`config.mk`:
```
export PLATFORM = sky130hd
export DESIGN_NAME = median_filter_system
export DESIGN_NICKNAME = d
export VERILOG_FILES = /design/src/rtl/median_filter_system.sv
export SDC_FILE = /design/constraint.sdc
export NUM_CORES = 1
export LEC_CHECK = 0
export CAP_MARGIN = 0
export CORE_MARGIN = 3
export CORE_UTILIZATION = 60
export CTS_BUF_LIST = sky130_fd_sc_hd__clkbuf_8
export DETAILED_ROUTE_END_ITERATION = 16
export GPL_ROUTABILITY_DRIVEN = 0
export PLACE_DENSITY = 0.81
export SLEW_MARGIN = 20
export SYNTH_ARGS = -nofsm -noshare
export SYNTH_HDL_FRONTEND = slang
export SYNTH_SLANG_ARGS = --single-unit
export TNS_END_PERCENT = 20
```
`constraint.sdc`:
```
create_clock -name clk -period 13.1 [get_ports clk]
set_input_delay 1.31 -clock clk [delete_from_list [all_inputs] [get_ports clk]]
set_output_delay 1.31 -clock clk [all_outputs]
set_load 0.05 [all_outputs]
```
`src/rtl/median_filter_system.sv`:
```
// Streaming 3x3 median filter over a raster-scanned frame; border pixels pass through.
// A shift-register line buffer forms the window, and a two-stage compare-exchange network selects the median.
module median_filter_system #(
    parameter int unsigned WINDOW_SIZE  = 3,
    parameter int unsigned IMAGE_WIDTH  = 8,
    parameter int unsigned IMAGE_HEIGHT = 8,
    parameter int unsigned PIXEL_WIDTH  = 8
) (
    input  logic                   clk,
    input  logic                   rst_n,
    input  logic                   data_valid,
    input  logic [PIXEL_WIDTH-1:0] data_in,
    output logic                   data_valid_out,
    output logic [PIXEL_WIDTH-1:0] data_out,
    output logic                   frame_complete
);
    localparam int unsigned W      = IMAGE_WIDTH;
    localparam int unsigned H      = IMAGE_HEIGHT;
    localparam int unsigned PW     = PIXEL_WIDTH;
    localparam int unsigned NPIX   = W * H;
    localparam int unsigned NBEATS = NPIX + W + 1;
    localparam int unsigned SR_LEN = (WINDOW_SIZE - 1) * W + WINDOW_SIZE;
    localparam int unsigned CNT_W  = $clog2(NBEATS + 1);
    localparam int unsigned ROW_W  = $clog2(H + 1);
    localparam int unsigned COL_W  = $clog2(W);

    localparam logic [CNT_W-1:0] LAST_REAL = CNT_W'(NPIX - 1);
    localparam logic [CNT_W-1:0] CNT_END   = CNT_W'(NBEATS);
    localparam logic [CNT_W-1:0] FIRST_OUT = CNT_W'(W + 1);

    typedef enum logic [1:0] {IDLE, COLLECT, FLUSH, DONE} state_t;

    state_t            r_state, w_next;
    logic [CNT_W-1:0]  r_cnt;
    logic [ROW_W-1:0]  r_orow;
    logic [COL_W-1:0]  r_ocol;
    logic [PW-1:0]     r_sr [SR_LEN];
    logic              w_start, w_beat, w_emit, w_border;
    logic              r_v0, r_b0, r_v1, r_b1;
    logic [PW-1:0]     w_lo [3], w_mid [3], w_hi [3];
    logic [PW-1:0]     r_lo [3], r_mid [3], r_hi [3];
    logic [PW-1:0]     r_ctr, w_med;
    logic              r_dvo, r_fc;
    logic [PW-1:0]     r_dout;

    function automatic logic [PW-1:0] min2(input logic [PW-1:0] a, input logic [PW-1:0] b);
        return (a < b) ? a : b;
    endfunction

    function automatic logic [PW-1:0] max2(input logic [PW-1:0] a, input logic [PW-1:0] b);
        return (a < b) ? b : a;
    endfunction

    function automatic logic [PW-1:0] med3(input logic [PW-1:0] a, input logic [PW-1:0] b,
                                           input logic [PW-1:0] c);
        return max2(min2(a, b), min2(max2(a, b), c));
    endfunction

    // Next-state logic
    always_comb begin
        w_next = r_state;
        unique case (r_state)
            IDLE:    if (data_valid) w_next = COLLECT;
            COLLECT: if (data_valid && r_cnt == LAST_REAL) w_next = FLUSH;
            FLUSH:   if (r_cnt == CNT_END && !r_v0 && !r_v1 && r_dvo) w_next = DONE;
            DONE:    if (!data_valid) w_next = IDLE;
            default: w_next = IDLE;
        endcase
    end

    assign w_start  = (r_state == IDLE) && data_valid;
    assign w_beat   = w_start || ((r_state == COLLECT) && data_valid) ||
                      ((r_state == FLUSH) && (r_cnt < CNT_END));
    assign w_emit   = w_beat && !w_start && (r_cnt >= FIRST_OUT);
    assign w_border = (r_orow == '0) || (r_orow == ROW_W'(H - 1)) ||
                      (r_ocol == '0) || (r_ocol == COL_W'(W - 1));

    // Control state, output counters and registered outputs
    always_ff @(posedge clk) begin
        if (!rst_n) begin
            r_state <= IDLE;
            r_cnt   <= '0;
            r_orow  <= '0;
            r_ocol  <= '0;
            r_v0    <= 1'b0;
            r_v1    <= 1'b0;
            r_dvo   <= 1'b0;
            r_dout  <= '0;
            r_fc    <= 1'b0;
        end else begin
            r_state <= w_next;
            if (w_start) begin
                r_cnt  <= CNT_W'(1);
                r_orow <= '0;
                r_ocol <= '0;
                r_fc   <= 1'b0;
            end else if (w_beat) begin
                r_cnt <= r_cnt + 1'b1;
            end
            if (w_emit) begin
                if (r_ocol == COL_W'(W - 1)) begin
                    r_ocol <= '0;
                    r_orow <= r_orow + 1'b1;
                end else begin
                    r_ocol <= r_ocol + 1'b1;
                end
            end
            r_v0  <= w_emit;
            r_v1  <= r_v0;
            r_dvo <= r_v1;
            if (r_v1) r_dout <= r_b1 ? r_ctr : w_med;
            if (r_state == FLUSH && w_next == DONE) r_fc <= 1'b1;
        end
    end

    // Line buffer: r_sr[j] holds the pixel of beat k-j; flush beats shift in zeros
    always_ff @(posedge clk) begin
        if (w_beat) begin
            r_sr[0] <= (r_state == FLUSH) ? '0 : data_in;
            for (int j = 1; j < int'(SR_LEN); j++) r_sr[j] <= r_sr[j-1];
        end
    end

    // Stage 1: sort each window row (same source row, so no wrap across rows)
    for (genvar g = 0; g < 3; g++) begin : g_row
        assign w_lo[g]  = min2(min2(r_sr[g*W], r_sr[g*W+1]), r_sr[g*W+2]);
        assign w_mid[g] = med3(r_sr[g*W], r_sr[g*W+1], r_sr[g*W+2]);
        assign w_hi[g]  = max2(max2(r_sr[g*W], r_sr[g*W+1]), r_sr[g*W+2]);
    end

    always_ff @(posedge clk) begin
        r_b0  <= w_border;
        r_b1  <= r_b0;
        r_ctr <= r_sr[W+1];
        for (int i = 0; i < 3; i++) begin
            r_lo[i]  <= w_lo[i];
            r_mid[i] <= w_mid[i];
            r_hi[i]  <= w_hi[i];
        end
    end

    // Stage 2: median = med3(max of lows, median of mids, min of highs)
    assign w_med = med3(max2(max2(r_lo[0], r_lo[1]), r_lo[2]),
                        med3(r_mid[0], r_mid[1], r_mid[2]),
                        min2(min2(r_hi[0], r_hi[1]), r_hi[2]));

    assign data_valid_out = r_dvo;
    assign data_out       = r_dout;
    assign frame_complete = r_fc;

endmodule

```
==> qor.yml <==
yosysSeqAreaShare_pct: 46.4
finalMaxSlewViolations: 0
ys.flop_type: "edfxtp_1"
grt_max_degree: 86
cp_num_cells: 48
num_rows: 56
critPathLaunchType: "flop"
cp.arrival_ps: 12530
tns_ps: 0
yosysTopAreaCell: "edfxtp_1"
synth-seq-cells: 262
min_period_ps: 12110
cp-startpoint: "r_mid[0][10]"
hp-class: "reg2reg"
drt-initial-drc-count: 774
finalSetupViolCount: 0
finalHoldViolations: 0
grt_pass1_wl_mm: 49.9
cp_slowest_stage_delay_ps: 580
grt.overflow.total: 0
critPathBufInv: 4
status: "complete, no violations"
place_inst: 1703
coreArea_sq_mm: 0.0237
syn-instance-count: 1392
die_area_sq_mm: 0.0262
power_density_mw_per_mm2: 135
maxCapViolCount: 0
clock_sinks: 262
pwr-share-seq_pct: 41.0
crit_top_cell: "ha_1"
synth_cell_types: 72
firstDrtPassIters: 5
r2r_slack_ps: 990
die_x_um: 162
clkTransAtPathRegs_ps: 60
worstPathRequired_ps: 13530
drive_gt1_share_pct: 10.3
vias_per_cell: 5.77
ios: 21
power_switching_mw: 0.662
fp.dieH_um: 162
p_int_mw: 1.50
fmax_ghz: 0.0826
worst_pin_slew_ps: 945
grt.total_usage_pct: 23.6
async_flop_share_pct: 0
critPathKind: "reg2reg"
p_comb_share_pct: 27.5
antenna_found_initial: 2
synth_area_per_cell_sq_um: 10.5
cts-root-buf: "clkbuf_8"
wl_per_cell_um: 17.4
worstSkewPairLatency_ps: 550
syn_to_final_growth_pct: 9.83
clockPowerShare_pct: 31.5
final_cell_count_no_fill: 1787
cts_hold_buf: 0
swShare_pct: 30.6
vdd_drop_max_uv: 105
dp.final_hpwl_mm: 22.9
ant_nets: 0
cts_buffers: 42
cts.htree.levels: 2
reg2regPathDepth: 48
io_buffers: 20
synth_edf_count: 152
power.leakage_nw: 7.15
start_util_pct: 61.6
synth_top_area_share_pct: 31.3
synth_nets: 1561
grt_pass1_vias: 10124
crit-reg2reg-launch: "r_mid[0][10]"
max_slew_margin_pct: 36.6
endpoint: "data_out[3]"
crit_path_max_fanout: 17
r2r-end: "data_out[3]"
netlist_top_cells_area: "edfxtp_1 31%, dfxtp_1 15%, ha_1 14%"
nets: 1604
wirelength_mm: 31.0
yosysWarnings: 0
drc: 0
cts_tree: "yes"
cpMaxStageDelayCell: "a2111oi_1"
grt_setup_unrepaired: "false"
via_count: 10305
clk_path_buf_depth: 3
synthesis.area_sq_mm: 0.0146
period_share_pct: 92.4
cp_top_family: "compound AO/OA/AOI/OAI gates"
endpoint_kind: "flop"
fill_cells: 1822
antenna_cells: 0
skew_ps: 23.0
-- metrics by stage --
stage	total power, mW	area (sq um)	hold WS, ps	setup slack (ps)	util [%]
CTS	2.14	15900	330	367	67.3
detailed placement	1.46	15100	315	368	63.7
global placement	1.44	15100	311	1090	63.7
global route	2.29	16000	342	16.0	67.7
finish	2.17	16000	330	992	67.7
floorplan	1.36	14600	310	1800	-
-- worst reg2reg max path, delay by kind of cell (launching register included) --
| family | cells | cell delay, ps |
|---|---|---|
| buf+inv | 4 | 590 |
| compound gates | 24 | 5670 |
| simple gates | 9 | 2000 |
| flops | 1 | 380 |
| fa+ha+maj | 6 | 1710 |
| mux | 5 | 1660 |
-- how the worst min path moves through the flow --
stage	depth (start not counted)	start	endpoint
2_1_floorplan	0	r_b0	r_b1
3_3_place_gp	0	r_b0	r_b1
3_5_place_dp	0	r_b0	r_b1
4_1_cts	0	r_b0	r_b1
5_1_grt	0	r_b0	r_b1
6_report	0	r_b0	r_b1
-- cells in the mapped netlist (all sizes together), types with 3 or more instances --
cell and count:
ha 158, edfxtp 152, inv 150, dfxtp 110, o21ai 104, nand2 95
a21oi 86, mux2i 85, nor2 74, mux2 55, a21o 36, nand3 30
and2 24, clkbuf 24, nand4 18, o211ai 18, nor3 16, o21a 15
nor2b 12, buf 11, nand2b 11, a31oi 10, or2 8, a211oi 7
o31ai 7, a311oi 5, and3 5, a2111oi 4, a21boi 4, nand3b 4
o2111ai 4, or3 4, a22o 3, and4 3, maj3 3, o211a 3
or4 3, xor2 3
-- kinds of logic after synthesis --
kind of cell	synth area share, %
compound gates	14.1
xor+xnor	0.300
fa+ha+maj	13.8
buf+inv	4.94
flops	46.4
mux	10.1
simple gates	10.5
-- area by class of cell --
| type | count | area (sq um) | share of cell area, % |
|---|---|---|---|
| multi-input combinational | 947 | 7160 | 44.7 |
| timing repair buffer | 32 | 290 | 1.81 |
| clock buffer | 51 | 702 | 4.38 |
| clock inverter | 26 | 140 | 0.874 |
| tap | 319 | 399 | 2.49 |
| sequential | 262 | 6770 | 42.2 |
| inverter | 150 | 568 | 3.54 |
-- routing by layer --
metal	global-route usage, %	up-vias	wire [um]
met2	38.5	268	14500
li1	-	5145	-
met1	30.9	4806	13600
met4	9.46	2	1100
met3	5.02	84	1800
met5	0	-	13
-- what timing repair did --
action | in CTS | in global routing
buffers inserted | 0 | 5
hold endpoints to repair | 0 | 0
gates resized for setup | 0 | 4
setup endpoints to repair | 0 | 8
-- state kept, by name, indices dropped and copies added, names as in the netlist, 2 cells and up --
register	cells
r_sr	152
r_hi	24
r_lo	24
r_mid	24
data_out	8
r_ctr	8
r_cnt	7
r_orow	4
r_ocol	3
r_state	2
-- power by group through the flow --
stage | logic [mW] | registers (mW) | clock network [mW]
finish | 0.596 | 0.888 | 0.682
global route | 0.663 | 0.889 | 0.734
CTS | 0.560 | 0.888 | 0.696
detailed placement | 0.556 | 0.905 | 0
global placement | 0.539 | 0.905 | 0
floorplan | 0.453 | 0.903 | 0
-- cells in the final DEF, fill, tap and decap left out, types with 18 or more instances in the layout --
cell type and count:
dfxtp_1 110, clkbuf_8 51, nor2_1 74, edfxtp_1 152, and2_1 24, o211ai_1 18, clkdlybuf4s50_1 20, nand4_1 18
nand2_1 94, ha_1 158, mux2i_1 85, a21oi_1 84, inv_1 168, a21o_1 36, mux2_2 54, o21ai_0 98
nand3_1 30
(Power assumes the default switching activity.)
